--- src/rtl/matrix_pkg.sv ---
// Shared widths, beat counts and FSM state encoding for the 2x2 matrix multiplier.
package matrix_pkg;
  localparam int ELEM_W = 2;
  localparam int RES_W  = 5;
  localparam int N_IN   = 8;
  localparam int N_OUT  = 4;

  typedef enum logic [1:0] {
    LOAD    = 2'd0,
    COMPUTE = 2'd1,
    SEND    = 2'd2
  } state_t;
endpackage

--- src/rtl/matrix_dot2.sv ---
// Two-term unsigned dot product x0*y0 + x1*y1 at full result precision.
module matrix_dot2
  import matrix_pkg::*;
(
  input  logic [ELEM_W-1:0] x0,
  input  logic [ELEM_W-1:0] y0,
  input  logic [ELEM_W-1:0] x1,
  input  logic [ELEM_W-1:0] y1,
  output logic [RES_W-1:0]  dot
);
  assign dot = RES_W'(x0) * RES_W'(y0) + RES_W'(x1) * RES_W'(y1);
endmodule

--- src/rtl/matrix_mul_seq.sv ---
// Sequential 2x2 matrix multiplier: streams in A then B, computes one C element
// per cycle through a single shared dot-product unit, then streams C out.
module matrix_mul_seq
  import matrix_pkg::*;
(
  input  logic              clk,
  input  logic              rst_n,
  input  logic              in_valid,
  input  logic [ELEM_W-1:0] in_data,
  output logic              in_ready,
  output logic              out_valid,
  output logic [RES_W-1:0]  out_data,
  output logic              out_last,
  input  logic              out_ready,
  output logic              busy
);
  state_t state, state_nxt;
  logic [2:0] cnt;
  logic       armed;
  logic [N_OUT-1:0][ELEM_W-1:0] a_mat, b_mat;
  logic [N_OUT-1:0][RES_W-1:0]  c_mat;
  logic [RES_W-1:0] dot;

  // cnt[1] selects the row of A, cnt[0] the column of B.
  matrix_dot2 u_dot (
    .x0  (a_mat[{cnt[1], 1'b0}]),
    .y0  (b_mat[{1'b0, cnt[0]}]),
    .x1  (a_mat[{cnt[1], 1'b1}]),
    .y1  (b_mat[{1'b1, cnt[0]}]),
    .dot (dot)
  );

  always_ff @(posedge clk or negedge rst_n) begin
    if (!rst_n) state <= LOAD;
    else        state <= state_nxt;
  end

  always_comb begin
    state_nxt = state;
    in_ready  = 1'b0;
    out_valid = 1'b0;
    busy      = 1'b0;
    case (state)
      LOAD: begin
        in_ready = armed;
        if (in_valid && armed && cnt == 3'(N_IN - 1)) state_nxt = COMPUTE;
      end
      COMPUTE: begin
        busy = 1'b1;
        if (cnt == 3'(N_OUT - 1)) state_nxt = SEND;
      end
      SEND: begin
        busy      = 1'b1;
        out_valid = 1'b1;
        if (out_ready && cnt == 3'(N_OUT - 1)) state_nxt = LOAD;
      end
      default: state_nxt = LOAD;
    endcase
  end

  assign out_last = out_valid && (cnt == 3'(N_OUT - 1));
  assign out_data = out_valid ? c_mat[cnt[1:0]] : '0;

  // armed holds in_ready low until the first edge after reset release.
  always_ff @(posedge clk or negedge rst_n) begin
    if (!rst_n) begin
      armed <= 1'b0;
      cnt   <= '0;
      a_mat <= '0;
      b_mat <= '0;
      c_mat <= '0;
    end else begin
      armed <= 1'b1;
      case (state)
        LOAD: if (in_valid && armed) begin
          if (!cnt[2]) a_mat[cnt[1:0]] <= in_data;
          else         b_mat[cnt[1:0]] <= in_data;
          cnt <= cnt + 3'd1;
        end
        COMPUTE: begin
          c_mat[cnt[1:0]] <= dot;
          cnt <= (cnt == 3'(N_OUT - 1)) ? 3'd0 : cnt + 3'd1;
        end
        SEND: if (out_ready)
          cnt <= (cnt == 3'(N_OUT - 1)) ? 3'd0 : cnt + 3'd1;
        default: cnt <= '0;
      endcase
    end
  end
endmodule

--- config.mk ---
export PLATFORM = sky130hd
export DESIGN_NAME = matrix_mul_seq
export DESIGN_NICKNAME = d
export VERILOG_FILES = /design/src/rtl/matrix_pkg.sv /design/src/rtl/matrix_dot2.sv /design/src/rtl/matrix_mul_seq.sv
export SDC_FILE = /design/constraint.sdc
export NUM_CORES = 1
export LEC_CHECK = 0
export ABC_AREA = 1
export CELL_PAD_IN_SITES_DETAIL_PLACEMENT = 0
export CELL_PAD_IN_SITES_GLOBAL_PLACEMENT = 2
export CORE_MARGIN = 8
export CORE_UTILIZATION = 29
export CTS_CLUSTER_SIZE = 24
export DETAILED_ROUTE_END_ITERATION = 12
export PLACE_DENSITY_LB_ADDON = 0.2
export RECOVER_POWER = 50
export SYNTH_ARGS = -nofsm -noshare
export SYNTH_HDL_FRONTEND = slang
export SYNTH_SLANG_ARGS = --single-unit
export TNS_END_PERCENT = 5
--- constraint.sdc ---
create_clock -name clk -period 7.3 [get_ports clk]
set_input_delay 0.73 -clock clk [delete_from_list [all_inputs] [get_ports clk]]
set_output_delay 0.73 -clock clk [all_outputs]
set_load 0.02 [all_outputs]
==> reports/qor.yml <==
sta:
  rsz0062_at_grt: "no"
  worst_clock_skew_ns: 0.0109
  tns_ns: 0
  final_hold_viol_count: 0
  period_needed_ns: 3.69
  fin_crit_sh: 0.505
  report.final.slew_viol_count: 43
  timing.fmax_ghz: 0.271
  setup_ws_ns: 3.61
  finalSetupViolCount: 0
  relSlewSlack: -0.577
  tightestPinTransition_ns: 2.37
worst_hold_path:
  hold_path_depth: 2
  min_from: "a_mat[3]"
  hold_class: "reg2reg"
  hold_end: "a_mat[3]"
die:
  fp.dieW_um: 107
  rows: 33
  fp.dieArea_um2: 11400
  die_h_um: 107
  start_util: 0.296
  ios: 15
  core_area_um2: 8090
detailed_routing:
  via_count: 1892
  ant_nets: 0
  wl_per_cell_um: 13.7
  via_per_inst: 4.44
  drt-initial-drc-count: 36
  drc: 0
  firstDrtPassIters: 4
  drt-total-wl_mm: 5.83
power_and_ir_drop:
  combPwrFrac: 0.456
  power_uw: 984
  switching_share: 0.446
  peakVddDrop_v: 0.000182
  p_switching_uw: 439
  power.leakage_nw: 1.39
  p_clk_frac: 0.163
  power_frac_seq: 0.381
  p_int_uw: 545
  p_per_area_nw_per_um2: 364
clock_network:
  cts.clk_slew.worst_paths_ns: 0.09
  clk_latency_ns: 0.30
  cts_resized: 0
  cts-root-buf: "clkbuf_8"
  holdBufCountCts: 0
  htree_levels: 2
  clock_sinks: 42
  numCtsBuffers: 5
  clockBufferDepth: 2
  cts_tree: "done"
  post-cts-setup-buffer-count: 0
outcome:
  outcome: "finished, violations left"
  violations: "capacitance limit, slew limit"
placement:
  place_hpwl_mm: 4.15
  dpl_cell_area_um2: 2620
  gp_congestion: 0.759
  place_ws_ns: 3.55
  io_buffer_count: 14
critical_path:
  slowest_delay_ns: 0.79
  path_max_fanout: 19
  r2r_slack_ns: 3.61
  critPathRequiredTime_ns: 7.47
  cp_top_family: "adder cells"
  r2r_start: "cnt[0]"
  crit_arrival_ns: 3.86
  crit_path_frequent_cell: "inv_1"
  crit_chain: "inv_1 -> or2_2 -> o21ai_0 -> inv_1 -> nand2_1 -> fa_1 -> inv_1 -> ha_1 -> ha_1 -> fa_1 -> xnor2_1 -> o21ai_0"
  cp-end-kind: "flop"
  crit_slowest_cell: "dfrtp_1"
  cp_num_buf_inv: 3
  cp-startpoint: "cnt[0]"
  path_class: "reg2reg"
  critPathLaunchType: "flop"
  reg2regPathDepth: 12
  r2r_end: "c_mat[3]"
logic_synthesis:
  async_flop_share: 1.00
  synth_top_cell_area_share: 0.439
  synth_seq_cells: 42
  synth.avg_cell_area_um2: 7.87
  yosys.area.top_type: "dfrtp_1"
  netlist_area_um2: 2390
  ys_warn_count: 0
  synth_nets: 331
  syn_inst: 304
  synthFlopType: "dfrtp_1"
  ys_seq_area_frac: 0.439
  ys_types: 21
  synth_edf_count: 0
  synth_top_cells_by_area: "dfrtp_1 (44%), nand2_1 (17%), ha_1 (9.4%)"
layout:
  antenna_cells: 0
  seqCellArea_um2: 1050
  nFillCells: 907
  nets: 347
  multiInputGateArea_um2: 1130
  drive_above_1_share: 0.0623
  syn2layout_area_growth_pct: 13.1
  postLayoutCellArea_um2: 2710
job:
  drv_cap: 1
global_routing:
  grt_pass1_wl_mm: 9.78
  grt_max_degree: 43
  grt_antenna_before_repair: 0
  grt_pass1_vias: 1927
  grt_overflow_total: 0
  grt_usage: 0.110
-- worst reg2reg max path, cell delays in order, from the launching register on --
cell and delay (ns):
dfrtp_1 0.79, inv_1 0.46, or2_2 0.39, o21ai_0 0.10, inv_1 0.06, nand2_1 0.09, fa_1 0.41, inv_1 0.06
ha_1 0.22, ha_1 0.23, fa_1 0.38, xnor2_1 0.26, o21ai_0 0.11
-- worst max path at each step --
stage | end | slack (ns) | cells after the start
final | c_mat[3] | 3.61 | 12
after global routing | c_mat[13] | 3.23 | 12
after CTS | c_mat[3] | 3.55 | 12
after detailed placement | c_mat[3] | 3.55 | 12
after global placement | c_mat[3] | 3.61 | 12
after floorplan | c_mat[18] | 4.53 | 13
-- synth_stat cells, types with 2 or more instances --
library cell,number
fa_1,3
nand2_1,108
a21oi_1,6
inv_2,2
nand3_1,18
buf_2,2
ha_1,18
nor2_1,7
dfrtp_1,42
mux2i_1,2
buf_4,2
nand2_2,2
inv_1,41
o21ai_0,38
or2_2,7
-- cells in the final DEF (no fill, tap or decap), types with 3 or more instances in the layout --
master           count
nand2_1            108
inv_1               41
ha_1                18
clkdlybuf4s50_1     12
dfrtp_1             42
nor2_1               7
o21ai_0             38
nand3_1             18
or2_2                7
fa_1                 3
clkbuf_8             6
a21oi_1              6
-- power groups by stage --
stage | registers, mW | clock network [mW] | logic (mW)
after global placement | 0.382 | 0 | 0.457
final | 0.375 | 0.161 | 0.448
after detailed placement | 0.382 | 0 | 0.459
after floorplan | 0.344 | 0 | 0.353
after global routing | 0.386 | 0.177 | 0.527
after CTS | 0.378 | 0.169 | 0.461
-- through the flow --
stage | instances | util | hold WS (ns)
6_report | 426 | 0.334 | 0.478
5_1_grt | 426 | 0.334 | 0.494
4_1_cts | 426 | 0.336 | 0.481
3_5_place_dp | 418 | 0.324 | 0.462
3_3_place_gp | 418 | 0.324 | 0.459
2_1_floorplan | 304 | - | 0.434
-- per-layer routing --
layer  share of wire  vias up  global-route usage
met5               0        -                   0
met4           0.017        0              0.0372
met3           0.022        8              0.0234
met2            0.46       27               0.182
met1            0.50      882               0.138
li1                -      975                   -
-- state kept, by name (all words and copies together), names as in the netlist --
name	flops
a_mat	8
armed	1
b_mat	8
c_mat	20
cnt	3
state	2
-- layout make-up --
cell class | instances | area share
Multi-Input combinational cell | 214 | 0.419
Sequential cell | 42 | 0.389
Inverter | 43 | 0.0597
Timing Repair Buffer | 14 | 0.0495
Tap cell | 105 | 0.0486
Clock buffer | 6 | 0.0305
Clock inverter | 2 | 0.00463
-- logic make-up after synthesis --
group | synth area share
buffers and inverters | 0.0826
xor gates and xnor gates | 0.00366
and+or+nand+nor | 0.251
AOI/OAI and AO/OA | 0.0941
adders and majority gates | 0.119
other | 0.00157
muxes | 0.00837
DFF | 0.439
No activity file was read; power rests on OpenSTA's default activity.
==> edit 1: new RTL, same settings <==
The 3 states of `state_t` get a one-hot encoding in 3 bits.
--- a/src/rtl/matrix_pkg.sv
+++ b/src/rtl/matrix_pkg.sv
@@ -6,8 +6,8 @@
   localparam int N_OUT  = 4;
 
-  typedef enum logic [1:0] {
-    LOAD    = 2'd0,
-    COMPUTE = 2'd1,
-    SEND    = 2'd2
+  typedef enum logic [2:0] {
+    LOAD    = 3'b001,
+    COMPUTE = 3'b010,
+    SEND    = 3'b100
   } state_t;
 endpackage
Formal check against the unedited RTL: no difference found for any inputs over 10 cycles, from zero or initial values and one cycle with rst_n low; not proved beyond that.
==> edit 1 against the original RTL <==
Worst setup slack improved by 0.30 ns. The run still ends with capacitance limit, slew limit left. Largest power group is now registers. Wire length decreased by 4.1%. Clock skew decreased by 0.0021 ns. Power decreased by 9.8%. Design area decreased by 0.32%. Die area decreased by 1.3%. Count of clock-buffer cells in the layout unchanged. Combinational power decreased by 28%. Sequential cell count increased by 1. Synthesized area decreased by 1.6%. Sequential power decreased by 3%. Final cell count decreased by 4.5%.
==> edit 1: results (changes against the original RTL) <==
- Status: finished, violations left (unchanged)
- Failing checks: capacitance limit, slew limit (unchanged)
- Vias in the first global route: 1905 (was 1927)
- Max-cap viol count: 1 (unchanged)
- R2R Path End: c_mat[13] (was c_mat[3])
- Drt total wl: 5580 microns (was 5830 microns)
- Synth Area in Compound Gates: 11.3% (was 9.41%)
- Hold Path End: c_mat[18] (was a_mat[3])
- RD Place Congestion: 0.739 (was 0.759)
- Post-Synth XOR/XNOR Area: 0.372% (was 0.366%)
- Min-Delay Startpoint: c_mat[18] (was a_mat[3])
- Cell Area, Placed: 2580 sq um (was 2620 sq um)
- Initial DRC count: 75 (was 36)
- First-pass GRT wire length: 9870 microns (was 9780 microns)
- Relative slew slack: -60.4% (was -57.7%)
- Synth Instances: 285 (was 304)
- Worst vdd ir: 112 uV (was 182 uV)
- Skew final: 0.00871 ns (was 0.0109 ns)
- Worst-case reg-to-reg path depth: 10 (was 12)
- Mux share of post-synthesis cell area: 3.40% (was 0.837%)
- DP Worst Slack: 3.90 ns (was 3.55 ns)
- Number of fill cells: 869 (was 907)
- Top cells by area, synth: dfrtp_1 (45%), nand2_1 (12%), ha_1 (7.4%), o21ai_0 (6.6%), inv_1 (4.5%) (was dfrtp_1 (44%), nand2_1 (17%), ha_1 (9.4%), o21ai_0 (7.9%), inv_1 (6.4%))
- Critical path arrival: 3.61 ns (was 3.86 ns)
- Max-slew violations: 44 (was 43)
- Post-Syn Nets: 308 (was 331)
## edit 1: cell count changes in the layout (fill, tap and decap cells not counted), moves of 6 or more
cell	before	now
nand2_1	108	75
nor2_1	7	28
inv_1	41	28
o21ai_1	1	9
nand3_1	18	11
mux2i_1	2	8
## edit 1: power by group through the flow
stage          logic, mW  clock network (mW)  registers [mW]
2_1_floorplan      0.275                   0           0.335
3_3_place_gp       0.331                   0           0.369
3_5_place_dp       0.329                   0           0.368
4_1_cts            0.331               0.212           0.363
5_1_grt            0.379               0.221           0.374
6_report           0.322               0.204           0.362
## edit 1: critical path, stage by stage, from the launching register on
cell	delay, ns
dfrtp_1	0.81
mux2i_1	0.20
or2_2	0.35
fa_1	0.53
inv_1	0.04
ha_1	0.28
ha_1	0.23
fa_1	0.41
xor2_1	0.31
nand2_1	0.08
o21ai_0	0.07
## edit 1: cell type report
type / instances / area, sq um / share of cell area, %
clock buffer: 6 / 82.6 / 3.06
clock inverter: 2 / 38.8 / 1.44
inverter: 33 / 124 / 4.59
multi-input combinational: 204 / 1110 / 41.1
sequential: 43 / 1080 / 40.0
tap: 105 / 131 / 4.87
timing repair buffer: 14 / 134 / 4.97
## edit 1: routing by layer
metal	track usage (%)	vias to the layer above	wire length [microns]
li1	-	935	-
met1	14.4	843	2800
met2	18.0	17	2580
met3	2.18	5	137
met4	3.02	0	57
met5	0	-	0
## edit 1: kinds of logic (layout without fill, tap and decap cells)
group,count (synthesis),after routing
AND/OR/NAND/NOR,124,124
buffers and inverters,38,55
XOR/XNOR,1,1
other,1,1
flip-flops,43,43
AO/OA/AOI/OAI,53,53
adder cells (fa/ha/maj),17,17
multiplexers,8,8
==> edit 2: new RTL, same flow settings <==
Made on the original files. Set the package constant `ELEM_W` to 3 (it was 2).
--- a/src/rtl/matrix_pkg.sv
+++ b/src/rtl/matrix_pkg.sv
@@ -1,5 +1,5 @@
 // Shared widths, beat counts and FSM state encoding for the 2x2 matrix multiplier.
 package matrix_pkg;
-  localparam int ELEM_W = 2;
+  localparam int ELEM_W = 3;
   localparam int RES_W  = 5;
   localparam int N_IN   = 8;
Interface: changed (resized in_data); port bits go from 15 to 16. No check against the original RTL was run, so the function may have changed too.
==> edit 2 against the original RTL <==
The flow still finishes with violations (capacitance limit, slew limit). Critical endpoint is now c_mat[9]. Power up 24%. Largest cell class unchanged. Global-route usage up 0.51 points. Synthesized area up 20%. Worst setup slack worse by 0.79 ns. Final cell count up 17%. Sequential cell count up 8. Design area up 21%. Wire length up 19%.
==> edit 2: results (changes against the original RTL) <==
- Critical Path Sink: c_mat[9] (was c_mat[3])
- Failing checks: capacitance limit, slew limit (unchanged)
- Switch share: 43.8% (was 44.6%)
- Relative slew slack: -85.4% (was -57.7%)
- Worst vdd ir: 119 uV (was 182 uV)
- Number of fill cells: 1077 (was 907)
- Hold Path End: a_mat[6] (was a_mat[3])
- Crit-path max FO: 20 (was 19)
- P_clk: 0.201 mW (was 0.161 mW)
- Multi-input gate area: 1420 sq um (was 1130 sq um)
- Adder-Cell Fraction of Synth Area: 13.1% (was 11.9%)
- Status: finished, violations left (unchanged)
- Biggest regs: c_mat x20, a_mat x12, b_mat x12 (was c_mat x20, a_mat x8, b_mat x8)
- Global routing met1 resource utilization: 16.5% (was 13.8%)
- Post-DP HPWL: 5220 microns (was 4150 microns)
- #MultiIn Comb: 246 (was 214)
- P_leak: 1.60 nW (was 1.39 nW)
- Worst-case reg-to-reg path depth: 20 (was 12)
- Global Route met2 Usage: 16.6% (was 18.2%)
- Seq group: 0.479 mW (was 0.375 mW)
- Max-slew violations: 51 (was 43)
- Vias in the first global route: 2217 (was 1927)
- Synth top cells by count: nand2_1 (87), o21ai_0 (54), dfrtp_1 (50) (was nand2_1 (108), dfrtp_1 (42), inv_1 (41))
- Max-cap viol count: 1 (unchanged)
- DP Worst Slack: 2.74 ns (was 3.55 ns)
- Critical path arrival: 4.69 ns (was 3.86 ns)
- Clock-cell share of area: 3.44% (was 3.52%)
- Average wire per standard cell: 13.9 microns (was 13.7 microns)
- Post-Synth XOR/XNOR Area: 0% (was 0.366%)
- Seq area share: 38.3% (was 38.9%)
- RD Place Congestion: 0.748 (was 0.759)
- # port buffers: 15 (was 14)
- NonClk Buf Share: 4.55% (was 4.95%)
- Met3 WL: 191 microns (was 131 microns)
- Share of post-route cells with drive strength above 1: 7.38% (was 6.23%)
- R2R Setup Slk: 2.82 ns (was 3.61 ns)
- Gr usage total: 11.5% (was 11.0%)
- Mux share of post-synthesis cell area: 2.78% (was 0.837%)
- Worst setup margin: 2.82 ns (was 3.61 ns)
- Seq/Total Area, Yosys: 43.4% (was 43.9%)
- Post-Syn Nets: 380 (was 331)
- Skew final: 0.0160 ns (was 0.0109 ns)
- Hold slack: 0.491 ns (was 0.478 ns)
- Placed Cells: 491 (was 418)
- Initial DRC count: 128 (was 36)
- Seq cells: 50 (was 42)
- Met3 Use GR: 2.40% (was 2.34%)
- Largest net degree at the start of global routing: 51 (was 43)
==> edit 2: changes by cell type after synthesis, sizes merged, moves of 2 or more <==
cell,delta
or2,-4
o22ai,+2
fa,+4
nor2,+27
dfrtp,+8
mux2i,+6
nand3,-9
inv,+3
nand4,+2
nand2,-14
o21ai,+18
==> edit 2: per-stage QoR <==
| step | area, sq um | utilization, % | power (mW) |
|---|---|---|---|
| 2_1_floorplan | 2880 | - | 0.864 |
| 3_3_place_gp | 3160 | 32.5 | 1.04 |
| 3_5_place_dp | 3160 | 32.5 | 1.04 |
| 4_1_cts | 3270 | 33.6 | 1.25 |
| 5_1_grt | 3270 | 33.6 | 1.35 |
| 6_report | 3270 | 33.6 | 1.22 |
==> edit 2: logic make-up (layout without fill, tap and decap cells) <==
group                    Yosys count  after routing
AO/OA/AOI/OAI                     64             64
flip-flops                        50             50
AND/OR/NAND/NOR                  147            147
multiplexers                       8              8
buffers and inverters             51             70
adder cells (fa/ha/maj)           26             26
other                              1              1
